==> config.mk <==
export PLATFORM = sky130hd
export DESIGN_NAME = vga_timing_controller
export DESIGN_NICKNAME = d
export VERILOG_FILES = /design/src/rtl/vga_timing_controller.sv
export SDC_FILE = /design/constraint.sdc
export NUM_CORES = 1
export LEC_CHECK = 0
export ABC_AREA = 1
export CORE_MARGIN = 2
export CORE_UTILIZATION = 43
export CTS_CLUSTER_SIZE = 25
export DETAILED_ROUTE_END_ITERATION = 10
export PLACE_DENSITY_LB_ADDON = 0.08
export SLEW_MARGIN = 5
export SYNTH_ARGS = -nofsm -noshare
export SYNTH_HDL_FRONTEND = slang
export SYNTH_SLANG_ARGS = --single-unit
==> constraint.sdc <==
create_clock -name CLK_40 -period 3.7 [get_ports CLK_40]
set_clock_uncertainty 0.15 [all_clocks]
set_input_delay 0.74 -clock CLK_40 [delete_from_list [all_inputs] [get_ports CLK_40]]
set_output_delay 0.74 -clock CLK_40 [all_outputs]
set_load 0.05 [all_outputs]
==> src/rtl/vga_timing_controller.sv <==
// VGA sync generator: horizontal/vertical FSMs, count_en gating and frame-aligned run/stop.
// Optional SYNC_NEG_POL_EN: hsync/vsync active-low (idle and reset high).
module vga_timing_controller #(
   parameter int H_ACTIVE = 800,
   parameter int H_FP     = 40,
   parameter int H_SYNC   = 128,
   parameter int H_BP     = 88,
   parameter int V_ACTIVE = 600,
   parameter int V_FP     = 1,
   parameter int V_SYNC   = 4,
   parameter int V_BP     = 23
) (
   input  logic CLK_40,
   input  logic reset_n,
   input  logic clk_en,
   input  logic run,
   output logic hsync,
   output logic vsync,
   output logic count_en,
   output logic line_start,
   output logic frame_start,
   output logic frame_done,
   output logic busy
);

   localparam int H_M0  = (H_ACTIVE > H_FP) ? H_ACTIVE : H_FP;
   localparam int H_M1  = (H_SYNC > H_BP) ? H_SYNC : H_BP;
   localparam int H_MAX = (H_M0 > H_M1) ? H_M0 : H_M1;
   localparam int V_M0  = (V_ACTIVE > V_FP) ? V_ACTIVE : V_FP;
   localparam int V_M1  = (V_SYNC > V_BP) ? V_SYNC : V_BP;
   localparam int V_MAX = (V_M0 > V_M1) ? V_M0 : V_M1;
   localparam int HW    = (H_MAX > 1) ? $clog2(H_MAX) : 1;
   localparam int VW    = (V_MAX > 1) ? $clog2(V_MAX) : 1;

`ifdef SYNC_NEG_POL_EN
   localparam logic SYNC_IDLE = 1'b1;
`else
   localparam logic SYNC_IDLE = 1'b0;
`endif

   typedef enum logic [2:0] {HS_IDLE, HS_ACT, HS_FP, HS_SYN, HS_BP} h_state_e;
   typedef enum logic [2:0] {VS_IDLE, VS_ACT, VS_FP, VS_SYN, VS_BP} v_state_e;

   h_state_e        h_state_q, h_state_d;
   v_state_e        v_state_q, v_state_d;
   logic [HW-1:0]   h_cnt_q, h_cnt_d;
   logic [VW-1:0]   v_cnt_q, v_cnt_d;
   logic            h_last, v_last, line_end, frame_end;
   logic            hsync_d, vsync_d, count_en_d, line_start_d, frame_start_d, frame_done_d, busy_d;

   always_comb begin
      h_last = 1'b0;
      case (h_state_q)
         HS_ACT:  h_last = (h_cnt_q == HW'(H_ACTIVE - 1));
         HS_FP:   h_last = (h_cnt_q == HW'(H_FP - 1));
         HS_SYN:  h_last = (h_cnt_q == HW'(H_SYNC - 1));
         HS_BP:   h_last = (h_cnt_q == HW'(H_BP - 1));
         default: h_last = 1'b0;
      endcase
   end

   always_comb begin
      v_last = 1'b0;
      case (v_state_q)
         VS_ACT:  v_last = (v_cnt_q == VW'(V_ACTIVE - 1));
         VS_FP:   v_last = (v_cnt_q == VW'(V_FP - 1));
         VS_SYN:  v_last = (v_cnt_q == VW'(V_SYNC - 1));
         VS_BP:   v_last = (v_cnt_q == VW'(V_BP - 1));
         default: v_last = 1'b0;
      endcase
   end

   assign line_end  = clk_en && (h_state_q == HS_BP) && h_last;
   assign frame_end = line_end && (v_state_q == VS_BP) && v_last;

   always_comb begin
      h_state_d = h_state_q;
      h_cnt_d   = h_cnt_q;
      if (clk_en) begin
         if (h_state_q == HS_IDLE) begin
            if (run) h_state_d = HS_ACT;
            h_cnt_d = '0;
         end else if (h_last) begin
            h_cnt_d = '0;
            case (h_state_q)
               HS_ACT:  h_state_d = HS_FP;
               HS_FP:   h_state_d = HS_SYN;
               HS_SYN:  h_state_d = HS_BP;
               HS_BP:   h_state_d = (frame_end && !run) ? HS_IDLE : HS_ACT;
               default: h_state_d = HS_IDLE;
            endcase
         end else begin
            h_cnt_d = h_cnt_q + 1'b1;
         end
      end
   end

   // Vertical timing steps once per completed line; run only matters at the frame boundary.
   always_comb begin
      v_state_d = v_state_q;
      v_cnt_d   = v_cnt_q;
      if (v_state_q == VS_IDLE) begin
         if (clk_en && run) v_state_d = VS_ACT;
         v_cnt_d = '0;
      end else if (line_end) begin
         if (v_last) begin
            v_cnt_d = '0;
            case (v_state_q)
               VS_ACT:  v_state_d = VS_FP;
               VS_FP:   v_state_d = VS_SYN;
               VS_SYN:  v_state_d = VS_BP;
               VS_BP:   v_state_d = run ? VS_ACT : VS_IDLE;
               default: v_state_d = VS_IDLE;
            endcase
         end else begin
            v_cnt_d = v_cnt_q + 1'b1;
         end
      end
   end

   // Outputs describe the state being entered; pulses need a tick so they never stretch.
   always_comb begin
      hsync_d       = (h_state_d == HS_SYN) ^ SYNC_IDLE;
      vsync_d       = (v_state_d == VS_SYN) ^ SYNC_IDLE;
      count_en_d    = (h_state_d == HS_ACT) && (v_state_d == VS_ACT);
      line_start_d  = clk_en && count_en_d && (h_cnt_d == '0);
      frame_start_d = line_start_d && (v_cnt_d == '0);
      frame_done_d  = clk_en && (h_state_d == HS_BP) && (h_cnt_d == HW'(H_BP - 1)) &&
                      (v_state_d == VS_BP) && (v_cnt_d == VW'(V_BP - 1));
      busy_d        = (h_state_d != HS_IDLE);
   end

   always_ff @(posedge CLK_40) begin
      if (!reset_n) begin
         h_state_q   <= HS_IDLE;
         v_state_q   <= VS_IDLE;
         h_cnt_q     <= '0;
         v_cnt_q     <= '0;
         hsync       <= SYNC_IDLE;
         vsync       <= SYNC_IDLE;
         count_en    <= 1'b0;
         line_start  <= 1'b0;
         frame_start <= 1'b0;
         frame_done  <= 1'b0;
         busy        <= 1'b0;
      end else begin
         h_state_q   <= h_state_d;
         v_state_q   <= v_state_d;
         h_cnt_q     <= h_cnt_d;
         v_cnt_q     <= v_cnt_d;
         hsync       <= hsync_d;
         vsync       <= vsync_d;
         count_en    <= count_en_d;
         line_start  <= line_start_d;
         frame_start <= frame_start_d;
         frame_done  <= frame_done_d;
         busy        <= busy_d;
      end
   end

endmodule
Word-level counts from Yosys, hierarchy flattened
Cells that the tools add are included.

word-level totals
  register bits = 33
  bits of input ports = 4
  output and inout bits = 7
  logic and storage cells = 77

operators by class
  $add $sub $neg = 2
  equality and inequality tests = 23
  mux-type cells = 20
  reductions and logical operators = 21

operators by type and width
  kind                                                              count
  10-bit two-way mux                                                6
  10-bit by 7-bit == test with 1-bit output, second input constant  3
  10-bit zero test                                                  3
  3-bit two-way mux                                                 8
  3-bit case mux with 4 select lines                                2
  10-bit by 1-bit adder with 10-bit output, second input constant   2
  10-bit == test, second input constant                             2
  10-bit by 5-bit == test with 1-bit output, second input constant  2
  3-bit by 2-bit == test with 1-bit output, second input constant   6
  1-bit logical AND                                                 14
  3-bit by 1-bit == test with 1-bit output, second input constant   4
  3-bit == test, second input constant                              4
  10-bit by 2-bit == test with 1-bit output, second input constant  1
  10-bit by 6-bit == test with 1-bit output, second input constant  1
  1-bit case mux with 4 select lines                                2
  3-bit zero test                                                   2
  3-bit nonzero test                                                1
  1-bit two-way mux                                                 2
  1-bit zero test                                                   1

Logic depth before layout (Yosys ltp)
  word-level depth = 16
  depth in mapped cells = 18
  depth with buffers taken out = 17

Worst setup path before layout
No wires, ideal clock.

  path type = register to register
  start = reg h_cnt_q[0]
  end = reg frame_start
  library setup time = 0.112 ns
  arrival time = 1.891 ns
  data required time = 3.438 ns
  path slack = 1.547 ns
  stages on the path, launching flop included = 16
  buffers on the path = 1
  clock period less this slack = 2.153 ns
  path through = dfxtp_1 -> ha_1 -> nand2_1 -> nor2_1 -> nand2_1 -> nor2_4 -> nand3_4 -> nor2_8 -> buf_6 -> a21oi_1 -> nor3_1 -> inv_1 -> nand2_1 -> nor2_1 -> nand3_1 -> nor2_1

between the ends
  cells in the longest elaborated chain, start to end = 16
  elaborated cells between the ends (all ways) = 30
  classes of those cells = 1 x add/sub; 6 x eq/ne; 13 x mux; 10 x reduce/logical

ends and longest elaborated chain
  item                                                               line  source
  from (decl)                                                        46    logic [HW-1:0] h_cnt_q, h_cnt_d;
  from (signal assigned)                                             149   h_cnt_q <= h_cnt_d;
  10-bit by 7-bit == test with 1-bit output (tied with other cells)  57    HS_BP: h_last = (h_cnt_q == HW'(H_BP - 1));
  1-bit case mux with 4 select lines                                 53    case (h_state_q)
  1-bit logical AND                                                  73    assign line_end = clk_en && (h_state_q == HS_BP) && h_last;
  1-bit logical AND (2 in series)                                    74    assign frame_end = line_end && (v_state_q == VS_BP) && v_last;
  1-bit logical AND                                                  89    HS_BP: h_state_d = (frame_end && !run) ? HS_IDLE : HS_ACT;
  1-bit two-way mux                                                  89
  3-bit case mux with 4 select lines                                 85    case (h_state_q)
  3-bit two-way mux                                                  83    end else if (h_last) begin
  3-bit two-way mux                                                  80    if (h_state_q == HS_IDLE) begin
  3-bit two-way mux                                                  79    if (clk_en) begin
  3-bit by 1-bit == test with 1-bit output                           125   count_en_d = (h_state_d == HS_ACT) && (v_state_d == VS_ACT);
  1-bit logical AND                                                  125
  1-bit logical AND (2 in series)                                    126   line_start_d = clk_en && count_en_d && (h_cnt_d == '0);
  1-bit logical AND (*)                                              127   frame_start_d = line_start_d && (v_cnt_d == '0);
  to (signal assigned)                                               155   frame_start <= frame_start_d;
  to (decl)                                                          21    output logic frame_start,

Mark *: on every way between the ends. The rest lies on a longest branch, timed or not.
A chain may end at the register's enable or synchronous reset.

Final worst setup path
  start = in clk_en
  end = reg frame_done

between the ends
  cells in the longest elaborated chain, start to end = 15
  elaborated cells between the ends (all ways) = 25
  classes of those cells = 4 x eq/ne; 11 x mux; 10 x reduce/logical

ends and longest elaborated chain
  item                                line  source
  from (decl)                         15    input logic clk_en,
  1-bit logical AND (2 in series)     73
  1-bit logical AND (2 in series)     74
  1-bit logical AND                   89
  1-bit two-way mux                   89
  3-bit case mux with 4 select lines  85
  3-bit two-way mux                   83
  3-bit two-way mux                   80
  3-bit two-way mux                   79
  3-bit == test                       128   frame_done_d = clk_en && (h_state_d == HS_BP) && (h_cnt_d == HW'(H_BP - 1)) &&
  1-bit logical AND (3 in series)     128
  1-bit logical AND (*)               129   (v_state_d == VS_BP) && (v_cnt_d == VW'(V_BP - 1));
  to (signal assigned)                156   frame_done <= frame_done_d;
  to (decl)                           22    output logic frame_done,

Marked as above.

==> flow_metrics.py <==
metrics = {
    "worst_setup_path": {
        "worst_path_max_delay_cell": "clkdlybuf4s50_1",
        "reg2regPathDepth": 15,
        "criticalPathCategory": "in2reg",
        "r2r_end": "frame_done$_SDFF_PN0_",
        "r2r-start": "h_cnt_q[0]$_SDFF_PN0_",
        "critical_path.cell_chain": "clkdlybuf4s50_1, inv_1, nor2_1, inv_1, nor2_8, nand3_1, nand2_1, nand2_1, nand2_1, nand2_1, a21oi_2, nand3_1, nor2_1",
        "r2r_slack_ps": 980,
        "start_kind": "primary input",
        "cpPeakStageDelay_ps": 470,
        "worstPathArrival_ps": 2830,
        "required_ps": 3770,
        "crit_family": "simple AND/OR/NAND/NOR gates",
        "cp_max_fo": 17,
        "path_buf_inv": 3,
        "crit_cells": 13,
        "critPathLaunch": "clk_en",
        "timing.critical_path.mode_cell": "nand2_1",
        "cp-end-kind": "flop",
        "endpoint": "frame_done$_SDFF_PN0_",
    },
    "timing": {
        "grt_setup_unrepaired": "no",
        "finalCritPeriodShare_pct": 74.7,
        "period_minus_slack_ps": 2760,
        "finalHoldViolCount": 0,
        "slew_violations": 0,
        "layout_setup_ws_ps": 938,
        "worst-slew-pin-transition_ps": 510,
        "hold_slack_ps": 453,
        "finalSetupViolCount": 0,
        "relSlewSlack_pct": 65.9,
        "fin_setup_tns_ps": 0,
        "fmax_mhz": 362,
    },
    "global_route": {
        "grt_usage_pct": 20.1,
        "grt_pass1_vias": 2033,
        "antenna_found_initial": 0,
        "grt-ovfl-total": 0,
        "grt_max_degree": 27,
        "grt_pass1_wl_mm": 9.74,
    },
    "pwr": {
        "clkPwrFrac_pct": 43.1,
        "peakVddDrop_v": 0.000186,
        "seq_power_share_pct": 48.9,
        "internal_power_mw": 0.573,
        "power_leakage_nw": 1.16,
        "p_comb_share_pct": 8.0,
        "swShare_pct": 23.1,
        "power_switching_mw": 0.173,
        "pwr_density_cell_nw_per_um2": 287,
    },
    "die": {
        "num_io_pins": 11,
        "core_um2": 5170,
        "dieWidth_um": 77.6,
        "start_util_pct": 45.0,
        "dieArea_um2": 6020,
        "fp.dieH_um": 77.6,
        "fp-row-count": 26,
    },
    "yosys": {
        "synth_cells": 387,
        "netlist.area_leader.share_pct": 28.4,
        "synth_common_cells": "nand2_1 (106), nor2_1 (64), inv_1 (48), nand3_1 (47), dfxtp_1 (33)",
        "synth_cell_types": 36,
        "synth.cell_area_um2": 2330,
        "async_flop_share_pct": 0,
        "yosysMostFrequentCell": "nand2_1",
        "synth_seq_area_share_pct": 28.4,
        "synthesis.nets": 394,
        "yosysTopAreaCell": "dfxtp_1",
        "yosysWarningCount": 0,
        "synth_area_per_cell_um2": 6.01,
        "synthTopCellsByArea": "dfxtp_1 (28%), nand2_1 (17%), nor2_1 (10%), nand3_1 (10%), inv_1 (7.7%)",
        "synth_ff_type": "dfxtp_1",
        "synth-edff-count": 0,
        "ys_ff_latch": 33,
    },
    "final_layout": {
        "ff_latch_area_um2": 661,
        "syn2layout_area_growth_pct": 11.8,
        "drive_gt1_share_pct": 7.50,
        "multi_input_area_um2": 1440,
        "layout.nets": 407,
        "fin_area_um2": 2600,
        "fillers": 526,
        "diodes": 0,
        "final_cell_count_no_fill": 470,
    },
    "placed_design": {
        "gp_congestion": 0.945,
        "hpwl_mm": 4.51,
        "place_area_um2": 2500,
        "io_buffers": 10,
        "dp_slack_ps": 674,
        "place_inst": 463,
    },
    "routing": {
        "drtPass1Iterations": 4,
        "vias": 2400,
        "drt-initial-drc-count": 208,
        "postRouteAntennaNets": 0,
        "wl_per_cell_um": 12.2,
        "vias_per_cell": 5.11,
        "drc": 0,
        "drt-total-wl_mm": 5.76,
    },
    "run": {
        "drv_cap": 0,
    },
    "clock_network": {
        "post_cts_resized": 0,
        "ctsHtreeMaxLevel": 2,
        "clock_latency_ps": 280,
        "clkSinkCount": 33,
        "cts_tree": "built",
        "cts-root-buf": "clkbuf_8",
        "cts_buffers": 5,
        "clkTransAtPathRegs_ps": 70,
        "cts_hold_buf": 0,
        "post_cts_buffers": 0,
        "clockBufferDepth": 2,
    },
    "worst_hold_path": {
        "hp-class": "reg2reg",
    },
    "run_status": {
        "status": "complete, no violations",
    },
}
[worst register-to-register path, stage by stage (launching register included)]
cell,delay (ps)
dfxtp_1,420
ha_1,190
nand2_1,100
nor2_1,160
nand2_1,110
nor2_4,180
nand3_4,170
nor2_8,250
nand3_1,150
nand2_1,80
nand2_1,50
nand2_1,50
nand2_1,80
a21oi_2,270
nand3_1,140
nor2_1,110
[cell families after synthesis]
family	share of synthesized area, %
compound gates	8.44
xor+xnor	3.01
fa+ha+maj	1.61
buf+inv	9.78
flops	28.4
simple gates	48.8
[flip-flops by register name (all words and copies together), names as in the netlist]
| register | count |
|---|---|
| hsync | 1 |
| h_cnt_q | 10 |
| vsync | 1 |
| count_en | 1 |
| v_cnt_q | 10 |
| v_state_q | 3 |
| busy | 1 |
| frame_done | 1 |
| h_state_q | 3 |
| line_start | 1 |
| frame_start | 1 |
[worst min path at each step]
stage,from,endpoint,slack (ps),depth (start not counted)
after floorplan,h_cnt_q[2]$_SDFF_PN0_,h_cnt_q[2]$_SDFF_PN0_,370,2
after CTS,v_state_q[2]$_SDFF_PN0_,v_state_q[2]$_SDFF_PN0_,450,2
after global placement,h_cnt_q[2]$_SDFF_PN0_,h_cnt_q[2]$_SDFF_PN0_,430,2
after global routing,h_cnt_q[3]$_SDFF_PN0_,h_cnt_q[3]$_SDFF_PN0_,500,4
final,v_state_q[2]$_SDFF_PN0_,v_state_q[2]$_SDFF_PN0_,450,2
after detailed placement,v_state_q[2]$_SDFF_PN0_,v_state_q[2]$_SDFF_PN0_,440,2
[metal layers]
| metal | routed length (um) | GRT usage (%) | vias up |
|---|---|---|---|
| li1 | - | - | 1267 |
| met2 | 2320 | 27.3 | 68 |
| met5 | 0 | 0 | - |
| met1 | 3030 | 31.3 | 1059 |
| met4 | 62 | 5.54 | 0 |
| met3 | 339 | 4.53 | 6 |
[layout make-up]
type	count	share of cell area [%]
clock buffers	5	2.65
clock inverters	2	1.35
inverters	52	7.50
multi-input cells	296	55.3
flip-flops and latches	33	25.4
well taps	70	3.37
repair buffers	12	4.43
[placed cells by master (no fill, tap or decap), types with 7 or more instances in the layout]
cell type and count:
a21oi_1 8, nor2_1 64, xor2_1 7, nand3_1 47, inv_1 48, nand2_1 106
nor3_1 9, o21ai_0 7, dfxtp_1 33, clkdlybuf4s50_1 10
[power by group through the flow]
stage                     registers, mW  clock network, mW  logic (mW)
final                             0.364              0.322      0.0596
after global placement            0.372                  0      0.0596
after floorplan                   0.377                  0      0.0350
after CTS                         0.364              0.328      0.0594
after global routing              0.365              0.348      0.0658
after detailed placement          0.372                  0      0.0592
[per-stage QoR]
step	util, %	power (mW)
3_5_place_dp	48.3	0.432
6_report	50.3	0.746
5_1_grt	50.3	0.779
2_1_floorplan	-	0.412
3_3_place_gp	48.3	0.432
4_1_cts	50.3	0.752
Note: power is estimated with default switching activity, not from simulation.
==> edit 1 (config.mk and constraints unchanged) <==
Add an input register stage for `run`, cleared by the reset; this delays it by one clock.
--- a/src/rtl/vga_timing_controller.sv
+++ b/src/rtl/vga_timing_controller.sv
@@ -41,6 +41,16 @@
    typedef enum logic [2:0] {HS_IDLE, HS_ACT, HS_FP, HS_SYN, HS_BP} h_state_e;
    typedef enum logic [2:0] {VS_IDLE, VS_ACT, VS_FP, VS_SYN, VS_BP} v_state_e;
 
+   logic run_q;
+
+   always_ff @(posedge CLK_40) begin
+      if (!reset_n) begin
+         run_q <= '0;
+      end else begin
+         run_q <= run;
+      end
+   end
+
    h_state_e        h_state_q, h_state_d;
    v_state_e        v_state_q, v_state_d;
    logic [HW-1:0]   h_cnt_q, h_cnt_d;
@@ -78,7 +88,7 @@
       h_cnt_d   = h_cnt_q;
       if (clk_en) begin
          if (h_state_q == HS_IDLE) begin
-            if (run) h_state_d = HS_ACT;
+            if (run_q) h_state_d = HS_ACT;
             h_cnt_d = '0;
          end else if (h_last) begin
             h_cnt_d = '0;
@@ -86,7 +96,7 @@
                HS_ACT:  h_state_d = HS_FP;
                HS_FP:   h_state_d = HS_SYN;
                HS_SYN:  h_state_d = HS_BP;
-               HS_BP:   h_state_d = (frame_end && !run) ? HS_IDLE : HS_ACT;
+               HS_BP:   h_state_d = (frame_end && !run_q) ? HS_IDLE : HS_ACT;
                default: h_state_d = HS_IDLE;
             endcase
          end else begin
@@ -100,7 +110,7 @@
       v_state_d = v_state_q;
       v_cnt_d   = v_cnt_q;
       if (v_state_q == VS_IDLE) begin
-         if (clk_en && run) v_state_d = VS_ACT;
+         if (clk_en && run_q) v_state_d = VS_ACT;
          v_cnt_d = '0;
       end else if (line_end) begin
          if (v_last) begin
@@ -109,7 +119,7 @@
                VS_ACT:  v_state_d = VS_FP;
                VS_FP:   v_state_d = VS_SYN;
                VS_SYN:  v_state_d = VS_BP;
-               VS_BP:   v_state_d = run ? VS_ACT : VS_IDLE;
+               VS_BP:   v_state_d = run_q ? VS_ACT : VS_IDLE;
                default: v_state_d = VS_IDLE;
             endcase
          end else begin
Behaviour: not the same (a bounded check fails within 4 cycles, from zero or initial values and one cycle with reset_n low).
==> edit 1 against the original RTL <==
Design area grew 6.5%; critical path type unchanged; non-clock buffer count grew 2; sequential share of layout area shrank 0.84 points; area after synthesis grew 7.2%; worst setup slack lost 0.13 ns; critical path depth shrank 1; highest routed layer unchanged; routed wire length grew 21%; sequential power grew 2%; sequential cell count grew 1; synthesized cell count grew 12%; first-iteration DRC count shrank 31%; total power shrank 3.8%.
==> edit 1: results (changes against the original RTL) <==
stage	metric	value	unit	change
layout	Clock Network Area Fraction	0.03296		-0.006966
sta	Worst Tran Pin Value	0.4975	ns	-0.01273 ns
global_route	met3 GRT Util	0.04157		-0.003776
synthesis	Synth Area in Adders	0.01505		-0.001076
route	WL final	6939	um	+21%
route	WL met2	2931	um	+26%
status	status	finished, final reports clean		
layout	clkbuf count	7		+2
global_route	largest net degree at the start of global routing	15		-44%
critical_path	WP data arrival	2.97	ns	+0.14 ns
cts	CTS Sinks	34		+3.0%
synthesis	Netlist cell types	26		-28%
layout	multi-input combinational area share	0.5661		+0.01299
global_route	grt met1 use	0.3393		+0.02628
layout	multi-input gates	336		+14%
floorplan	FP Rows	27		+3.8%
route	Vias	2697		+12%
placement	post-DP HPWL	5333	um	+18%
global_route	first-pass GRT wire length	11700	um	+20%
placement	GP Congestion	0.8724		-7.7%
synthesis	post-synthesis compound-gate area fraction	0.03813		-0.04628
synthesis	Synth Area in XOR/XNOR	0.02810		-0.002009
global_route	vias in the first global route	2460		+21%
global_route	Total Routing Usage GR	0.2325		+0.03120
global_route	met2 Track Usage GR	0.3542		+0.08112
placement	dpl cells	512		+11%
-- edit 1: critical path: stages --
cell and delay, ns:
clkdlybuf4s50_1 0.56, inv_1 0.08, buf_4 0.19, nor2_1 0.27, nand3_2 0.17, nor2_4 0.16
nor2_1 0.12, nand3_1 0.17, nand2_1 0.06, nor3_1 0.23, nand3_1 0.11, nor2_1 0.09
-- edit 1: worst paths after layout --
path	cells after the start	startpoint	slack [ns]	endpoint
setup reg to reg	16	h_state_q[1]	0.89	frame_start
hold reg to reg	2	h_cnt_q[1]	0.38	h_cnt_q[1]
hold / removal	2	h_cnt_q[1]	0.38	h_cnt_q[1]
setup / recovery	12	clk_en	0.81	frame_start
-- edit 1: where the power goes --
part / internal, W / total, W / leakage (nW) / switching, W
Combinational: 0.0000140 / 0.0000462 / 0.943 / 0.0000322
Clock: 0.000150 / 0.000299 / 0.0482 / 0.000149
Sequential: 0.000369 / 0.000372 / 0.274 / 0.00000300
==> edit 2 (config.mk and constraints unchanged) <==
Without the edit above. Set the localparam `SYNC_IDLE` to 1'b1 (it was 1'b0).
--- a/src/rtl/vga_timing_controller.sv
+++ b/src/rtl/vga_timing_controller.sv
@@ -35,7 +35,7 @@
 `ifdef SYNC_NEG_POL_EN
    localparam logic SYNC_IDLE = 1'b1;
 `else
-   localparam logic SYNC_IDLE = 1'b0;
+   localparam logic SYNC_IDLE = 1'b1;
 `endif
 
    typedef enum logic [2:0] {HS_IDLE, HS_ACT, HS_FP, HS_SYN, HS_BP} h_state_e;
Behaviour: not the same (a bounded check fails within 4 cycles, from zero or initial values and one cycle with reset_n low).
==> edit 2 against the original RTL <==
Sequential cell count unchanged; area after synthesis is 8.7% higher; clock power is 21% lower; synthesized cell count up 15%; critical path depth down 2; worst hold slack worse by 0.046 ns; routed wire length increased by 22%; total power is 9.1% lower; worst setup slack got worse by 0.067 ns; design area grew 6.1%; non-clock buffer count fell by 1; largest cell class unchanged.
==> edit 2: results (changes against the original RTL) <==
stage	metric	value	unit	change
status	status	finished, final reports clean		
layout	Nets	462		+14%
power_and_ir_drop	Psw	0.0001776	W	+2.9%
global_route	grt met1 use	0.3599		+0.04687
synthesis	Post-Syn Instances	444		+15%
min_path	hold_sp	h_cnt_q[7]		
global_route	largest net degree at the start of global routing	26		-3.7%
placement	post-DP HPWL	5424	um	+20%
synthesis	synth top area cells	dfxtp_1, nand2_1, nor2_1, nand3_1, inv_1		
power_and_ir_drop	worst vdd ir	0.1511	mV	-19%
global_route	vias in the first global route	2411		+19%
critical_path	WP data arrival	2.90	ns	+0.07 ns
synthesis	Post-synth top cells	nand2_1, nor2_1, nand3_1		
critical_path	CP top delay family	buffers and inverters		
placement	dpl cells	520		+12%
route	Vias	2800		+17%
placement	GP Congestion	0.9233		-2.3%
route	drt via density	5.323		+4.2%
route	first drt pass iteration count	5		+1
synthesis	sequential area share after synthesis	0.2613		-0.02261
power_and_ir_drop	clock group share of total power	0.373		-0.058
synthesis	synthesized net count	451		+14%
critical_path	r2r startpoint	h_cnt_q[0]		
global_route	met3 GRT Util	0.03483		-0.01052
route	WL final	7000	um	+22%
cts	CTS tree	yes		
layout	n_diodes	0		unchanged
synthesis	Netlist cell types	31		-14%
cts	worst skew pair latency	0.29	ns	
cts	Root Driver	clkbuf_8		
route	1st-iter DRT viols	223		+7.2%
critical_path	CP Max Fanout	15		-2
global_route	met2 Track Usage GR	0.3250		+0.05196
sta	Worst Tran Pin Value	0.5493	ns	+0.03906 ns
power_and_ir_drop	Leak Pwr	1.231	nW	+6.1%
global_route	first-pass GRT wire length	11610	um	+19%
global_route	Total Routing Usage GR	0.2308		+0.02943
power_and_ir_drop	PnR Total Power	0.0006780	W	-9.1%
synthesis	share of the synthesized area in the top cell type	0.2613		-0.02261
critical_path	slowest stage delay, CP	0.61	ns	+0.14 ns
layout	layout cell share with drive strength beyond 1	0.03524		-0.03976
[edit 2: cell count changes after synthesis, moves of 3 or more]
cell	delta
clkinv_1	+5
o21ai_1	-5
nand2_1	+28
xor2_1	+4
o22ai_1	-3
nand4_1	+6
nand3b_1	+4
a21oi_1	-3
nor2_1	+20
nand3_1	+4
o21ai_0	+6
[edit 2: per-layer routing]
layer / vias up / part of all wire
met1: 1272 / 0.53
met2: 78 / 0.40
li1: 1442 / -
met5: - / 0
met4: 0 / 0.010
met3: 8 / 0.056
[edit 2: final cells by class]
type / count / area [um2]
Clock buffer: 5 / 68.82
Clock inverter: 1 / 5.005
Fill cell: 611 / 2849
Inverter: 55 / 206.4
Multi-Input combinational cell: 349 / 1620
Sequential cell: 33 / 660.6
Tap cell: 72 / 90.09
Timing Repair Buffer: 11 / 107.6
[edit 2: worst paths after layout]
path | depth (start not counted) | slack [ns] | endpoint
worst max register to register | 15 | 0.89 | frame_done
worst min register to register | 2 | 0.41 | h_cnt_q[7]
worst max-delay path | 11 | 0.87 | frame_done
worst min-delay path | 2 | 0.41 | h_cnt_q[7]
[edit 2: cell families (layout without fill, tap and decap cells)]
kind of cell | count (synthesis) | count (layout) | synth area share
AOI/OAI and AO/OA | 26 | 26 | 0.06037
buffers and inverters | 62 | 72 | 0.09796
adders and majority gates | 3 | 3 | 0.01485
xor gates and xnor gates | 11 | 11 | 0.03810
DFF | 33 | 33 | 0.2613
and+or+nand+nor | 309 | 309 | 0.5275
[edit 2: power by group through the flow]
| stage | clock network, W | logic [W] | registers (W) |
|---|---|---|---|
| after global placement | 0 | 0.0000619 | 0.000372 |
| after CTS | 0.000264 | 0.0000616 | 0.000364 |
| final | 0.000253 | 0.0000616 | 0.000364 |
| after floorplan | 0 | 0.0000341 | 0.000377 |
| after global routing | 0.000278 | 0.0000687 | 0.000364 |
| after detailed placement | 0 | 0.0000611 | 0.000372 |
[edit 2: stage by stage]
| stage | utilization | setup slack, ns | instance area, um2 |
|---|---|---|---|
| floorplan | - | 1.481 | 2529 |
| global placement | 0.4788 | 0.5847 | 2685 |
| detailed placement | 0.4788 | 0.5832 | 2685 |
| CTS | 0.4920 | 0.8647 | 2759 |
| global route | 0.4920 | 0.5040 | 2759 |
| finish | 0.4920 | 0.8705 | 2759 |
[edit 2: worst register-to-register path, stage by stage (launching register included)]
cell      delay (ns)
dfxtp_1         0.51
ha_1            0.22
nand2_1         0.11
nor2_1          0.21
nand3_1         0.11
nor2_1          0.11
nand2_1         0.08
nor2_1          0.13
nand2_2         0.14
nor2_4          0.29
o21ai_0         0.14
o21ai_0         0.13
nor2_1          0.07
nor2_1          0.11
nand3b_1        0.12
nor2_1          0.12
